File: src/rtl/ray_sweep_ctrl_pkg.sv
// Shared definitions for the ray sweep controller: FSM encodings, angle
// format constants, the "no hit" distance and the squared-distance helper.
package ray_sweep_ctrl_pkg;

  typedef enum logic [2:0] {
    S_IDLE   = 3'd0,
    S_ISSUE  = 3'd1,
    S_WAIT   = 3'd2,
    S_SELECT = 3'd3,
    S_OUTPUT = 3'd4
  } state_t;

  localparam int          ANGLE_FRAC_BITS = 9;
  localparam int          DEG_360         = 360;
  localparam logic [26:0] DIST_MAX        = '1;
  localparam int          TIMEOUT_BITS    = 12;

  // Squared euclidean distance between two 13-bit signed points. The worst
  // case (2 * 8191^2) still fits in 27 bits, so the result is exact.
  function automatic logic [26:0] dist_sq(input logic signed [12:0] ax,
                                          input logic signed [12:0] ay,
                                          input logic signed [12:0] bx,
                                          input logic signed [12:0] by);
    logic signed [13:0] dx, dy;
    logic signed [27:0] dxe, dye, dx2, dy2;
    logic [27:0]        sum;
    dx  = $signed({ax[12], ax}) - $signed({bx[12], bx});
    dy  = $signed({ay[12], ay}) - $signed({by[12], by});
    dxe = 28'(dx);
    dye = 28'(dy);
    dx2 = dxe * dxe;
    dy2 = dye * dye;
    sum = dx2 + dy2;
    return sum[26:0];
  endfunction

endpackage

File: src/rtl/ray_sweep_ctrl_dist_select.sv
// Combinational hit selector: picks the nearer of the horizontal and
// vertical finder hits relative to the player. Ties go to horizontal.
module ray_dist_select
  import ray_sweep_ctrl_pkg::*;
(
  input  logic signed [12:0] px,
  input  logic signed [12:0] py,
  input  logic signed [12:0] h_x,
  input  logic signed [12:0] h_y,
  input  logic               h_found,
  input  logic signed [12:0] v_x,
  input  logic signed [12:0] v_y,
  input  logic               v_found,
  output logic signed [12:0] sel_x,
  output logic signed [12:0] sel_y,
  output logic [26:0]        sel_dist,
  output logic               sel_hit,
  output logic               sel_vert
);

  logic [26:0] h_dist, v_dist;
  logic        take_v;

  assign h_dist = dist_sq(h_x, h_y, px, py);
  assign v_dist = dist_sq(v_x, v_y, px, py);

  // Choose the source, then drive the selected hit (or the no-hit values).
  always_comb begin
    take_v   = 1'b0;
    sel_x    = '0;
    sel_y    = '0;
    sel_dist = DIST_MAX;
    sel_hit  = 1'b0;
    sel_vert = 1'b0;
    if (h_found && v_found) take_v = (v_dist < h_dist);
    else                    take_v = v_found;
    if (h_found || v_found) begin
      sel_hit  = 1'b1;
      sel_vert = take_v;
      sel_x    = take_v ? v_x    : h_x;
      sel_y    = take_v ? v_y    : h_y;
      sel_dist = take_v ? v_dist : h_dist;
    end
  end

endmodule

File: src/rtl/ray_sweep_ctrl.sv
// Ray sweep controller: walks the ray angle across NUM_COLS columns, fires
// both intersection finders per column, keeps the nearer hit and hands it to
// the renderer. Optional macro RAY_TIMEOUT_EN adds a 4096-cycle finder
// timeout in S_WAIT.
// Renderer handshake: col_valid rises in S_OUTPUT and holds with stable data
// until a rising clock edge sees col_valid && col_ready; that edge accepts.
module ray_sweep_ctrl
  import ray_sweep_ctrl_pkg::*;
#(
  parameter int NUM_COLS        = 320,
  parameter int ANGLE_STEP_FRAC = 96,
  parameter int HALF_FOV        = 30
) (
  input  logic               clock,
  input  logic               resetn,
  input  logic               frame_start,
  input  logic signed [12:0] playerX,
  input  logic signed [12:0] playerY,
  input  logic [8:0]         player_angle,
  output logic signed [9:0]  alpha_X,
  output logic signed [9:0]  alpha_Y,
  output logic               begin_calc,
  input  logic signed [12:0] h_wallX,
  input  logic signed [12:0] h_wallY,
  input  logic signed [12:0] v_wallX,
  input  logic signed [12:0] v_wallY,
  input  logic               h_wall_found,
  input  logic               h_end_calc,
  input  logic               v_wall_found,
  input  logic               v_end_calc,
  output logic               col_valid,
  input  logic               col_ready,
  output logic [8:0]         col_index,
  output logic signed [12:0] col_wallX,
  output logic signed [12:0] col_wallY,
  output logic [26:0]        col_dist_sq,
  output logic               col_hit,
  output logic               col_is_vert,
  output logic               busy,
  output logic               frame_done,
  output logic [2:0]         dbg_state
);

  state_t             state_q, state_d;
  logic [9:0]         alpha_x_q, alpha_x_d, alpha_y_q, alpha_y_d;
  logic [8:0]         col_index_q, col_index_d;
  logic signed [12:0] px_q, px_d, py_q, py_d;
  logic               h_done_q, h_done_d, v_done_q, v_done_d;
  logic signed [12:0] h_x_q, h_x_d, h_y_q, h_y_d, v_x_q, v_x_d, v_y_q, v_y_d;
  logic               h_found_q, h_found_d, v_found_q, v_found_d;
  logic signed [12:0] cx_q, cx_d, cy_q, cy_d;
  logic [26:0]        cdist_q, cdist_d;
  logic               chit_q, chit_d, cvert_q, cvert_d;
  logic               frame_done_q, frame_done_d;

  logic signed [12:0] sel_x, sel_y;
  logic [26:0]        sel_dist;
  logic               sel_hit, sel_vert;
  logic [9:0]         start_deg;
  logic [9:0]         step;

`ifdef RAY_TIMEOUT_EN
  logic [TIMEOUT_BITS-1:0] timer_q, timer_d;
`endif

  ray_dist_select u_sel (
    .px(px_q), .py(py_q),
    .h_x(h_x_q), .h_y(h_y_q), .h_found(h_found_q),
    .v_x(v_x_q), .v_y(v_y_q), .v_found(v_found_q),
    .sel_x(sel_x), .sel_y(sel_y), .sel_dist(sel_dist),
    .sel_hit(sel_hit), .sel_vert(sel_vert)
  );

  assign step = 10'(ANGLE_STEP_FRAC);

  // First ray angle: player angle plus half the FOV, wrapped into 0..359.
  always_comb begin
    start_deg = {1'b0, player_angle} + 10'(HALF_FOV);
    if (start_deg >= 10'(DEG_360)) start_deg = start_deg - 10'(DEG_360);
  end

  // Next-state and datapath updates for the sweep FSM.
  always_comb begin
    state_d      = state_q;
    alpha_x_d    = alpha_x_q;
    alpha_y_d    = alpha_y_q;
    col_index_d  = col_index_q;
    px_d         = px_q;
    py_d         = py_q;
    h_done_d     = h_done_q;
    v_done_d     = v_done_q;
    h_x_d        = h_x_q;
    h_y_d        = h_y_q;
    h_found_d    = h_found_q;
    v_x_d        = v_x_q;
    v_y_d        = v_y_q;
    v_found_d    = v_found_q;
    cx_d         = cx_q;
    cy_d         = cy_q;
    cdist_d      = cdist_q;
    chit_d       = chit_q;
    cvert_d      = cvert_q;
    frame_done_d = 1'b0;
`ifdef RAY_TIMEOUT_EN
    timer_d      = timer_q;
`endif
    case (state_q)
      S_IDLE: begin
        if (frame_start) begin
          px_d        = playerX;
          py_d        = playerY;
          col_index_d = '0;
          alpha_x_d   = start_deg;
          alpha_y_d   = '0;
          state_d     = S_ISSUE;
        end
      end
      S_ISSUE: begin
        h_done_d = 1'b0;
        v_done_d = 1'b0;
`ifdef RAY_TIMEOUT_EN
        timer_d  = '0;
`endif
        state_d  = S_WAIT;
      end
      S_WAIT: begin
        if (h_end_calc) begin
          h_done_d  = 1'b1;
          h_x_d     = h_wallX;
          h_y_d     = h_wallY;
          h_found_d = h_wall_found;
        end
        if (v_end_calc) begin
          v_done_d  = 1'b1;
          v_x_d     = v_wallX;
          v_y_d     = v_wallY;
          v_found_d = v_wall_found;
        end
`ifdef RAY_TIMEOUT_EN
        timer_d = timer_q + 1'b1;
        if (&timer_q) begin
          if (!h_done_d) begin
            h_done_d  = 1'b1;
            h_found_d = 1'b0;
          end
          if (!v_done_d) begin
            v_done_d  = 1'b1;
            v_found_d = 1'b0;
          end
        end
`endif
        if (h_done_d && v_done_d) state_d = S_SELECT;
      end
      S_SELECT: begin
        cx_d    = sel_x;
        cy_d    = sel_y;
        cdist_d = sel_dist;
        chit_d  = sel_hit;
        cvert_d = sel_vert;
        state_d = S_OUTPUT;
      end
      S_OUTPUT: begin
        if (col_ready) begin
          // Step the ray clockwise, borrowing a degree when the fraction underflows.
          if (alpha_y_q >= step) begin
            alpha_y_d = alpha_y_q - step;
          end else begin
            alpha_y_d = alpha_y_q + 10'(1 << ANGLE_FRAC_BITS) - step;
            alpha_x_d = (alpha_x_q == '0) ? 10'(DEG_360 - 1) : alpha_x_q - 10'd1;
          end
          col_index_d = col_index_q + 9'd1;
          if (col_index_q == 9'(NUM_COLS - 1)) begin
            state_d      = S_IDLE;
            frame_done_d = 1'b1;
          end else begin
            state_d = S_ISSUE;
          end
        end
      end
      default: state_d = S_IDLE;
    endcase
  end

  // State and datapath registers.
  always_ff @(posedge clock or negedge resetn) begin
    if (!resetn) begin
      state_q      <= S_IDLE;
      alpha_x_q    <= '0;
      alpha_y_q    <= '0;
      col_index_q  <= '0;
      px_q         <= '0;
      py_q         <= '0;
      h_done_q     <= 1'b0;
      v_done_q     <= 1'b0;
      h_x_q        <= '0;
      h_y_q        <= '0;
      h_found_q    <= 1'b0;
      v_x_q        <= '0;
      v_y_q        <= '0;
      v_found_q    <= 1'b0;
      cx_q         <= '0;
      cy_q         <= '0;
      cdist_q      <= '0;
      chit_q       <= 1'b0;
      cvert_q      <= 1'b0;
      frame_done_q <= 1'b0;
    end else begin
      state_q      <= state_d;
      alpha_x_q    <= alpha_x_d;
      alpha_y_q    <= alpha_y_d;
      col_index_q  <= col_index_d;
      px_q         <= px_d;
      py_q         <= py_d;
      h_done_q     <= h_done_d;
      v_done_q     <= v_done_d;
      h_x_q        <= h_x_d;
      h_y_q        <= h_y_d;
      h_found_q    <= h_found_d;
      v_x_q        <= v_x_d;
      v_y_q        <= v_y_d;
      v_found_q    <= v_found_d;
      cx_q         <= cx_d;
      cy_q         <= cy_d;
      cdist_q      <= cdist_d;
      chit_q       <= chit_d;
      cvert_q      <= cvert_d;
      frame_done_q <= frame_done_d;
    end
  end

`ifdef RAY_TIMEOUT_EN
  // Finder timeout counter, only present when the timeout is enabled.
  always_ff @(posedge clock or negedge resetn) begin
    if (!resetn) timer_q <= '0;
    else         timer_q <= timer_d;
  end
`endif

  assign alpha_X     = $signed(alpha_x_q);
  assign alpha_Y     = $signed(alpha_y_q);
  assign begin_calc  = (state_q == S_ISSUE);
  assign col_valid   = (state_q == S_OUTPUT);
  assign col_index   = col_index_q;
  assign col_wallX   = cx_q;
  assign col_wallY   = cy_q;
  assign col_dist_sq = cdist_q;
  assign col_hit     = chit_q;
  assign col_is_vert = cvert_q;
  assign busy        = (state_q != S_IDLE);
  assign frame_done  = frame_done_q;
  assign dbg_state   = state_q;

endmodule

File: config.mk
export PLATFORM = sky130hd
export DESIGN_NAME = ray_sweep_ctrl
export DESIGN_NICKNAME = d
export VERILOG_FILES = /design/src/rtl/ray_sweep_ctrl_pkg.sv /design/src/rtl/ray_sweep_ctrl_dist_select.sv /design/src/rtl/ray_sweep_ctrl.sv
export SDC_FILE = /design/constraint.sdc
export NUM_CORES = 2
export LEC_CHECK = 0
export CAP_MARGIN = 10
export CORE_MARGIN = 2
export CORE_UTILIZATION = 40
export DETAILED_ROUTE_END_ITERATION = 6
export HOLD_SLACK_MARGIN = 0.12
export PLACE_DENSITY = 0.61
export SLEW_MARGIN = 20
export SYNTH_ARGS = -nofsm -noshare
export SYNTH_HDL_FRONTEND = slang
export SYNTH_HIERARCHICAL = 1
export SYNTH_SLANG_ARGS = --single-unit
export TNS_END_PERCENT = 5
File: constraint.sdc
create_clock -name clock -period 22.8 [get_ports clock]
set_input_delay 2.28 -clock clock [delete_from_list [all_inputs] [get_ports clock]]
set_output_delay 2.28 -clock clock [all_outputs]
set_load 0.05 [all_outputs]
==> qor.csv <==
stage,metric,value,unit
synth,sequential share of the synthesized area,0.114,
status,status,completed,
sta,final hold violations,0,
setup_path,worst endpoint data arrival time,12.56,ns
clock_network,# resized after CTS,0,
floorplan,IO Count,186,
setup_path,Setup Crit Path Kind,flip-flop to flip-flop,
setup_path,R2R setup slack,10.58,ns
sta,Slew Limit Fails,0,
route,drt drc,0,
sta,Tcrit/Tclk final,0.536,
clock_network,Post-CTS Setup Bufs,0,
setup_path,Crit. Startpoint,py_q[1]$_DFFE_PN0P_,
sta,setup TNS,0,ns
setup_path,Critical Path Source Type,flip-flop,
clock_network,CTS tree,done,
setup_path,crit path capture type,flip-flop,
clock_network,Post-CTS Hold Buffers,0,
route,WL/cell,19.8,um
placed_design,DP Wirelength,87000,um
route,initial DRC count,1664,
setup_path,Critical Path Stages,37,
sta,RSZ-0062 raised after global routing,no,
setup_path,"Slowest-stage cell, CP",buf_4,
grt,global-route wire length before repair,161000,um
synth,top cell type's share of synthesized area,0.430,
route,drt total wl,101000,um
clock_network,total CTS buffers,17,
synth,Yosys top cell by area,fa_1,
grt,initial antenna violation count,9,
setup_path,max incr delay on CP,0.81,ns
sta,worst slew pin tran,1.05,ns
floorplan,core area,90000,sq um
synth,ys flop type,dfrtp_1,
synth,Area contributors post-synth,"fa_1 (43%), dfrtp_1 (11%), ha_1 (10%)",
placed_design,RePlAce Congestion,0.927,
floorplan,Starting Density,0.403,
synth,Synth Cell Area,36300,sq um
sta,Worst Clk Skew,0.0186,ns
clock_network,maximum root-to-sink buffer count,2,
route,post-route antenna net violation count,0,
setup_path,reg2reg path depth,37,
sta,Period minus WS final,12.22,ns
floorplan,DIE AREA,93200,sq um
grt,GRT overflow,0,
final_layout,"commonest non-fill, non-tap cells in the layout","inv_1 (856), fa_1 (779), nor2_1 (358)",
clock_network,H-tree depth,4,
setup_path,CP required,23.14,ns
setup_path,CP endpoint,col_dist_sq[24]$_DFFE_PN0P_,
clock_network,Root Buffer,clkbuf_16,
setup_path,Critical R2R Launch,py_q[1]$_DFFE_PN0P_,
final_layout,fraction of layout cells with a size suffix above 1,0.0718,
floorplan,num rows,110,
floorplan,chip height,305,um
grt,total track usage,0.225,
final_layout,final net count,5073,
synth,Yosys warnings,6,
setup_path,critical path's top delay family,adder cells,
route,Pre-antenna DRT Iters,5,
route,routed vias/inst,5.11,
setup_path,Crit Path Max Fanout,90,
placed_design,"worst slack, placed",10.71,ns
floorplan,Die Wd,305,um
clock_network,"CTS clk-pin slew, worst paths",0.08,ns
final_layout,"most common cell after layout, fill and taps aside",inv_1,
setup_path,WP buf/inv,5,
min_path,worst hold path type,flip-flop to flip-flop,
placed_design,port bufs,180,
synth,#FFs+latches synth,165,
synth,async set or reset register ratio after synthesis,1.00,
synth,average size of a mapped cell,9.71,sq um
clock_network,Clock Sink Count,165,
setup_path,Crit Reg-Reg Endpoint,col_dist_sq[24]$_DFFE_PN0P_,
synth,Post-synth EDFFs,0,
final_layout,area delta synth->final,10.6,%
clock_network,"Clk Latency, worst-skew pair",0.45,ns
setup_path,most frequent cell on the critical path,fa_1,
grt,largest net degree at the start of global routing,106,
sta,final worst setup slack,10.58,ns
route,via count,26000,
job,maxcap violations,0,
grt,number of global-route vias before repair,27800,
sta,setup violators final,0,
final_layout,fillers,8785,
sta,Max Fclk,81.8,MHz
sta,slew margin rel.,0.296,
synth,Gate Count Post-Synth,3739,
synth,post-synthesis cell type count,96,
==> synthesized netlist by cell type (39+ instances only) <==
cell type,n
inv_1,856
fa_1,779
nor2_1,358
nand2_1,339
ha_1,300
dfrtp_1,165
mux2_2,113
xnor2_1,93
a21oi_1,64
o21ai_0,60
nand3_1,40
clkbuf_1,39
==> cell families after synthesis <==
logic type                 Yosys count  share of synthesized area
AOI/OAI and AO/OA                  331                     0.0618
xor gates and xnor gates           141                     0.0374
adders and majority gates         1079                      0.533
buffers and inverters              975                      0.104
DFF                                165                      0.114
muxes                              126                     0.0386
other                                2                   0.000207
and+or+nand+nor                    920                      0.111
==> state kept, by name, summed over array words and instances, names as in the netlist, 3 cells and up <==
name and cells:
h_y_q 13, col_index 9, h_x_q 13, py_q 13
alpha_Y 5, v_x_q 13, px_q 13, dbg_state 3
col_dist_sq 27, alpha_X 10, v_y_q 13, col_wallX 13
col_wallY 13
==> cell type report <==
| cell class | count | area [sq um] | area share |
|---|---|---|---|
| Antenna cell | 2 | 5.00 | 0.000125 |
| Multi-Input combinational cell | 2604 | 28500 | 0.709 |
| Tap cell | 1176 | 1470 | 0.0367 |
| Clock buffer | 17 | 425 | 0.0106 |
| Timing Repair Buffer | 228 | 2170 | 0.0540 |
| Inverter | 883 | 3310 | 0.0826 |
| Sequential cell | 165 | 4130 | 0.103 |
| Clock inverter | 15 | 153 | 0.00380 |
==> per-stage QoR <==
| step | instance area, sq um | std cells | hold WS [ns] | util |
|---|---|---|---|---|
| finish | 40100 | 5090 | 0.482 | 0.446 |
| global route | 40100 | 5088 | 0.507 | 0.446 |
| CTS | 40100 | 5088 | 0.483 | 0.446 |
| detailed placement | 39500 | 5056 | 0.464 | 0.439 |
| global placement | 39500 | 5056 | 0.460 | 0.439 |
| floorplan | 36300 | 3744 | 0.446 | - |
==> routing by layer <==
metal,global-route usage,part of all wire
met5,0,0.0010
met4,0.0399,0.019
met3,0.0478,0.080
met2,0.352,0.45
met1,0.326,0.45
==> tightest hold or removal path: cells and delay by family (launching register included) <==
family / cells / cell delay (ns)
flops: 1 / 0.34
simple gates: 2 / 0.11
==> worst min-delay path by stage <==
stage / startpoint / to / slack, ns / cells past startpoint
global route: py_q[2]$_DFFE_PN0P_ / py_q[2]$_DFFE_PN0P_ / 0.51 / 2
CTS: px_q[12]$_DFFE_PN0P_ / px_q[12]$_DFFE_PN0P_ / 0.48 / 2
global placement: px_q[2]$_DFFE_PN0P_ / px_q[2]$_DFFE_PN0P_ / 0.46 / 2
finish: py_q[10]$_DFFE_PN0P_ / py_q[10]$_DFFE_PN0P_ / 0.48 / 2
floorplan: px_q[10]$_DFFE_PN0P_ / px_q[10]$_DFFE_PN0P_ / 0.45 / 2
detailed placement: px_q[12]$_DFFE_PN0P_ / px_q[12]$_DFFE_PN0P_ / 0.46 / 2
Power is left out: the tool's default activity adds up to more than one toggle a clock period on the data nets, which glitch-free logic cannot reach.
